`src/rtl/ncap_mq_ctrl.sv`:
```
// Multi-queue NIC power-state controller: counts RX/TX packets per time window
// and drives HIGH/LOW power decisions with hysteresis, safeguard and host ack.
module ncap_mq_ctrl #(
  parameter int unsigned NUM_CH = 4,
  parameter int unsigned CNT_W  = 32,
  parameter int unsigned HYST_W = 8
) (
  input  logic              clk,
  input  logic              rst_n,
  input  logic [31:0]       interval,
  input  logic [CNT_W-1:0]  thr_high_rx,
  input  logic [CNT_W-1:0]  thr_high_tx,
  input  logic [CNT_W-1:0]  thr_low_rx,
  input  logic [CNT_W-1:0]  thr_low_tx,
  input  logic [CNT_W-1:0]  thr_safeguard,
  input  logic [HYST_W-1:0] hyst_win,
  input  logic              aggressive_mode,
  input  logic [NUM_CH-1:0] rx_tvalid,
  input  logic [NUM_CH-1:0] rx_tready,
  input  logic [NUM_CH-1:0] rx_tlast,
  input  logic [NUM_CH-1:0] tx_tvalid,
  input  logic [NUM_CH-1:0] tx_tready,
  input  logic [NUM_CH-1:0] tx_tlast,
  input  logic              irq_ack,
  output logic              interrupt,
  output logic              interrupt_type,
  output logic [2:0]        state,
  output logic [CNT_W-1:0]  rx_snap,
  output logic [CNT_W-1:0]  tx_snap
);

  typedef enum logic [2:0] {
    S_IDLE     = 3'b001,
    S_HIGH     = 3'b010,
    S_GOTO_LOW = 3'b100
  } state_t;

  localparam int unsigned SW = ((CNT_W > 5) ? CNT_W : 5) + 1;

  state_t             st;
  logic [31:0]        tcnt;
  logic [31:0]        ivl_m1;
  logic               win_end;
  logic               eval;
  logic               act;
  logic [4:0]         rx_pop, tx_pop;
  logic [CNT_W-1:0]   rx_acc, tx_acc;
  logic [CNT_W-1:0]   rx_sum, tx_sum;
  logic [HYST_W-1:0]  qcnt;
  logic [HYST_W-1:0]  hyst_eff;
  logic [CNT_W-1:0]   sg;
  logic               quiet, busy, q_done, sg_done;

  function automatic logic [CNT_W-1:0] sat_add(input logic [CNT_W-1:0] a,
                                               input logic [4:0] b);
    logic [SW-1:0] s;
    s = SW'(a) + SW'(b);
    return (s[SW-1:CNT_W] != '0) ? '1 : s[CNT_W-1:0];
  endfunction

  always_comb begin
    rx_pop = '0;
    tx_pop = '0;
    for (int unsigned i = 0; i < NUM_CH; i++) begin
      rx_pop = rx_pop + 5'(rx_tvalid[i] & rx_tready[i] & rx_tlast[i]);
      tx_pop = tx_pop + 5'(tx_tvalid[i] & tx_tready[i] & tx_tlast[i]);
    end
  end

  assign rx_sum = sat_add(rx_acc, rx_pop);
  assign tx_sum = sat_add(tx_acc, tx_pop);

  // >= rather than == so a shrinking interval closes the window at once
  assign ivl_m1  = (interval == '0) ? '0 : interval - 32'd1;
  assign win_end = (tcnt >= ivl_m1);

  always_ff @(posedge clk or negedge rst_n) begin
    if (!rst_n) begin
      tcnt    <= '0;
      rx_acc  <= '0;
      tx_acc  <= '0;
      rx_snap <= '0;
      tx_snap <= '0;
      eval    <= 1'b0;
    end else begin
      eval <= win_end;
      if (win_end) begin
        tcnt    <= '0;
        rx_snap <= rx_sum;
        tx_snap <= tx_sum;
        rx_acc  <= '0;
        tx_acc  <= '0;
      end else begin
        tcnt   <= tcnt + 32'd1;
        rx_acc <= rx_sum;
        tx_acc <= tx_sum;
      end
    end
  end

  assign quiet    = (rx_snap < thr_low_rx) && (tx_snap < thr_low_tx);
  assign busy     = (rx_snap > thr_high_rx) || (tx_snap > thr_high_tx);
  assign hyst_eff = (hyst_win == '0) ? HYST_W'(1) : hyst_win;
  assign q_done   = (qcnt >= hyst_eff - HYST_W'(1));
  assign sg_done  = (thr_safeguard == '0) || (sg >= thr_safeguard - CNT_W'(1));
  // An eval landing right after an interrupt (interval 1) is skipped so pulses never abut
  assign act      = eval & ~interrupt;
  assign state    = st;

  always_ff @(posedge clk or negedge rst_n) begin
    if (!rst_n) begin
      st             <= S_IDLE;
      interrupt      <= 1'b0;
      interrupt_type <= 1'b1;
      qcnt           <= '0;
      sg             <= '0;
    end else begin
      interrupt <= 1'b0;
      case (st)
        S_IDLE: begin
          if (act && busy) begin
            st             <= S_HIGH;
            interrupt      <= 1'b1;
            interrupt_type <= 1'b1;
          end
        end
        S_HIGH: begin
          if (act) begin
            if (quiet) begin
              if (q_done) begin
                qcnt           <= '0;
                interrupt      <= 1'b1;
                interrupt_type <= 1'b0;
                sg             <= '0;
                st             <= aggressive_mode ? S_IDLE : S_GOTO_LOW;
              end else begin
                qcnt <= qcnt + HYST_W'(1);
              end
            end else begin
              qcnt <= '0;
            end
          end
        end
        S_GOTO_LOW: begin
          if (act && !quiet) begin
            st             <= S_HIGH;
            interrupt      <= 1'b1;
            interrupt_type <= 1'b1;
          end else if (irq_ack) begin
            st <= S_IDLE;
          end else if (act) begin
            if (sg_done) begin
              st             <= S_IDLE;
              interrupt      <= 1'b1;
              interrupt_type <= 1'b0;
            end else begin
              sg <= sg + CNT_W'(1);
            end
          end
        end
        default: st <= S_IDLE;
      endcase
    end
  end

endmodule

```
`config.mk`:
```
export PLATFORM = sky130hd
export DESIGN_NAME = ncap_mq_ctrl
export DESIGN_NICKNAME = d
export VERILOG_FILES = /design/src/rtl/ncap_mq_ctrl.sv
export SDC_FILE = /design/constraint.sdc
export NUM_CORES = 1
export LEC_CHECK = 0
export CAP_MARGIN = 20
export CORE_ASPECT_RATIO = 1.4
export CORE_MARGIN = 5
export CORE_UTILIZATION = 50
export DETAILED_ROUTE_END_ITERATION = 16
export PLACE_DENSITY = 0.77
export SLEW_MARGIN = 20
export SYNTH_ARGS = -nofsm -noshare
export SYNTH_HDL_FRONTEND = slang
export SYNTH_SLANG_ARGS = --single-unit
export TNS_END_PERCENT = 100
```
`constraint.sdc`:
```
create_clock -name clk -period 7.89 [get_ports clk]
set_input_delay 1.1835 -clock clk [delete_from_list [all_inputs] [get_ports clk]]
set_output_delay 1.1835 -clock clk [all_outputs]
set_load 0.03 [all_outputs]
```
==> summary.md <==
## Run status
- finished, final reports clean — run status

## Floorplan
- 297 — total I/O pin count
- 31500 µm² — placeable core area
- 160.6 µm — DIE WIDTH
- 77 — number of placement rows
- 35450 µm² — die footprint
- 50.37% — effective utilization at floorplan
- 220.8 µm — Chip Height

## Clock tree
- 1 — CTS H-Tree Depth
- 0 — count of hold buffers inserted by post-cts repair
- 3 — maximum root-to-sink buffer count
- 206 — # clock sinks
- 60 ps — post-CTS clock slew at the launch and capture registers of the worst setup and hold paths
- 0 — count of cells resized by post-cts repair
- 0 — number of buffers added for setup after CTS
- 490 ps — Clock Latency Late Sink
- 21 — number of clock buffers inserted by TritonCTS
- done — TritonCTS clock tree
- clkbuf_16 — clock root cell

## STA
- 963.8 ps — transition time at the pin with the least slew margin
- 6134 ps — final critical delay including setup and external delays
- 35.75% — max-slew headroom at the worst pin
- 163.0 MHz — Highest Clock Rate
- 0 — max-slew violations
- 11.40 ps — worst-case clock skew
- 77.74% — final period utilization
- no — unrepaired setup endpoints after global routing
- 0 — # setup viols final
- 0 — count of final hold-check violations
- 0 ps — total negative slack

## Placed design
- 0.8797 — routability cong.
- 34.83 mm — dpl hpwl
- 296 — count of port buffers added during placement
- 19230 µm² — area post-placement

## Critical path
- nand2_1 — CP max-delay cell
- simple AND/OR/NAND/NOR gates — Worst path top cell family by delay
- clkdlybuf4s50_1 -> inv_1 -> ha_1 -> nand3b_1 -> or3_1 -> nand2b_1 -> nor3b_1 -> and3_1 -> nand2_1 -> nand2b_1 -> ha_1 -> a21o_1 -> a21o_1 -> a211oi_1 -> o21ai_0 -> o2111a_1 -> o21ai_0 -> o2111ai_4 -> buf_12 -> mux2_2 — cell-by-cell listing of the critical path
- tx_acc[0] — origin of the critical flop-to-flop path
- tx_snap[26] — capture point of the worst reg-to-reg path
- 6500 ps — Arr. time, crit path
- 12 — R2R cell count
- 3 — number of buffer and inverter stages on the critical path
- flop — endpoint kind of the worst setup timing path
- 3710 ps — reg-to-reg slack, setup
- input pin to flop — path type of the worst setup path
- 480 ps — worst stage delay on the critical path
- 8260 ps — Crit path required time
- input pin — startpoint type of the worst setup path
- 97 — critical path peak fanout

## GRT
- 0 — initial antenna violation count
- 23.59% — total global routing track utilization
- 98 — maximum number of pins on one net before global-route repair
- 0 — global-route congestion overflow total
- 3.391% — met3 global-route usage
- 69.77 mm — wire length of the first global-routing pass
- 14329 — number of global-route vias before repair
- 45.07% — met2 layer usage reported by global route
- met2 — GRT Max-Usage Layer
- 26.38% — Global Route met1 Usage

## Yosys
- dfrtp_1 — most frequently used flop master after synthesis
- 2252 — syn nets
- 206 — number of synthesized register bits
- 71 — count of different cell masters after synthesis
- 0 — count of warnings emitted by yosys
- dfrtp_1 — area leader, netlist
- 8.758 µm² — Synth Area per Inst
- 32.50% — sequential-to-total area share from yosys stat
- 100.0% — Async S/R FF share, synth
- 1812 — number of cells produced by synthesis
- dfrtp_1, ha_1, nand2_1 — largest cells by area after synthesis
- 15870 µm² — combined area of all synthesized cells
- 32.17% — proportion of netlist area held by the largest area contributor
- 0 — EDFF count, synth

## Final layout
- 2534 — count of nets after finishing
- 19930 µm² — Layout Cell Area excl Fill
- 5.695% — share of final-layout standard cells stronger than drive strength 1
- 25.56% — Area Growth Syn to Fin
- 0 — antenna diode instance count

## Power and ir drop
- 9.871 nW — leakage power total
- 0.1097 mV — IR drop worst, VDD
- 37.2% — proportion of power drawn by the clock network
- 0.7288 mW — Psw
- 27.17% — switching part of the total
- 43.4% — Flop pwr share
- 19.5% — Combinational Power Share
- 2.682 mW — total chip power
- 1.954 mW — internal power
- 134.6 nW/µm² — power per cell area

## Routing
- 0 — residual antenna-violating net count after detailed routing
- 5 — Pre-antenna DRT Iters
- 43.49 mm — DRT Wirelength
- 14246 — total via count after detailed routing
- 724 — number of DRC markers after the initial detailed-route iteration
- 5.694 — average vias per placed instance
- 0 — remaining routing DRC violations
- 17.38 µm — routed len/inst

## Min path
- tcnt[0] — endpoint with the worst hold slack
- tcnt[0] — source of the worst hold timing path
- 1 — cell depth of the worst hold path
- flop to flop — type of the most critical hold path

## Job
- 0 — max-cap violations

[cell type report]
cell class / count / area [µm²]
clock inverter: 9 / 87.58
fill: 2614 / 11580
multi-input combinational: 1388 / 9886
inverter: 172 / 645.6
clock buffer: 27 / 608.1
sequential: 206 / 5157
tap: 395 / 494.2
timing repair buffer: 305 / 3047
[worst max path at each step]
stage / to / cells past startpoint / from
after floorplan: rx_snap[0] / 19 / interval[0]
after global placement: tx_snap[15] / 20 / interval[0]
after detailed placement: tx_snap[27] / 20 / interval[0]
after CTS: tx_snap[27] / 20 / interval[0]
after global routing: tx_snap[18] / 20 / interval[1]
final: tx_snap[10] / 20 / interval[0]
[registers in the layout, indices dropped and copies added, names as in the netlist]
signal,flops
eval,1
rx_snap,32
tx_acc,32
interrupt_type,1
qcnt,8
interrupt,1
tcnt,32
tx_snap,32
sg,32
state,3
rx_acc,32
[synth_stat cells (19+ instances only)]
| master | instances |
|---|---|
| ha_1 | 206 |
| dfrtp_1 | 204 |
| nand2_1 | 176 |
| inv_1 | 172 |
| a21oi_1 | 129 |
| nor2_1 | 121 |
| nand3_1 | 78 |
| o21ai_0 | 74 |
| xor2_1 | 72 |
| xnor2_1 | 61 |
| mux2_2 | 56 |
| nand4_1 | 51 |
| and3_1 | 46 |
| nor3_1 | 38 |
| clkbuf_1 | 35 |
| a21o_1 | 29 |
| nor4_1 | 29 |
| nand2b_1 | 21 |
| o31ai_1 | 19 |
[cell usage in the layout, fill, tap and decap left out, drive strengths merged, types with 30 or more instances in the layout]
cell type and n:
xnor2 61, nand4 51, nand2 176, mux2 56, clkdlybuf4s50 295, inv 172
ha 206, nor3 39, nand3 78, o21ai 87, nor2 121, xor2 72
nor4 30, dfrtp 204, and3 47, a21oi 129
[power by group through the flow]
stage	logic (mW)	registers, mW	clock network, mW
after CTS	0.528	1.16	1.02
after floorplan	0.260	1.18	0
after detailed placement	0.522	1.18	0
after global placement	0.506	1.18	0
after global routing	0.583	1.17	1.06
final	0.522	1.16	0.997
[metrics by stage]
| step | cells | util [%] | hold WS, ps | worst slack (ps) |
|---|---|---|---|---|
| after floorplan | 1812 | - | 447.3 | 2694 |
| after global placement | 2466 | 61.03 | 477.5 | 1500 |
| after detailed placement | 2466 | 61.03 | 491.2 | 1330 |
| after CTS | 2502 | 63.24 | 496.7 | 1817 |
| after global routing | 2502 | 63.25 | 531.5 | 1268 |
| final | 2502 | 63.25 | 491.5 | 1756 |
[per-layer routing]
metal | share of wire (%) | wire (µm) | vias to the layer above
met5 | 0 | 0 | -
li1 | - | - | 6993
met2 | 53 | 22890 | 364
met1 | 39 | 16850 | 6800
met3 | 4.7 | 2065 | 89
met4 | 3.9 | 1683 | 0
[cell families (layout without fill, tap and decap cells)]
family	after synthesis	in the layout	share of synthesized area, %
AO/OA/AOI/OAI	339	339	13.00
XOR/XNOR	133	133	7.340
adder cells (fa/ha/maj)	212	212	17.00
buffers and inverters	218	513	5.330
flip-flops	206	206	32.50
multiplexers	68	68	4.731
AND/OR/NAND/NOR	636	636	20.10
Note: power is estimated with default switching activity, not from simulation.
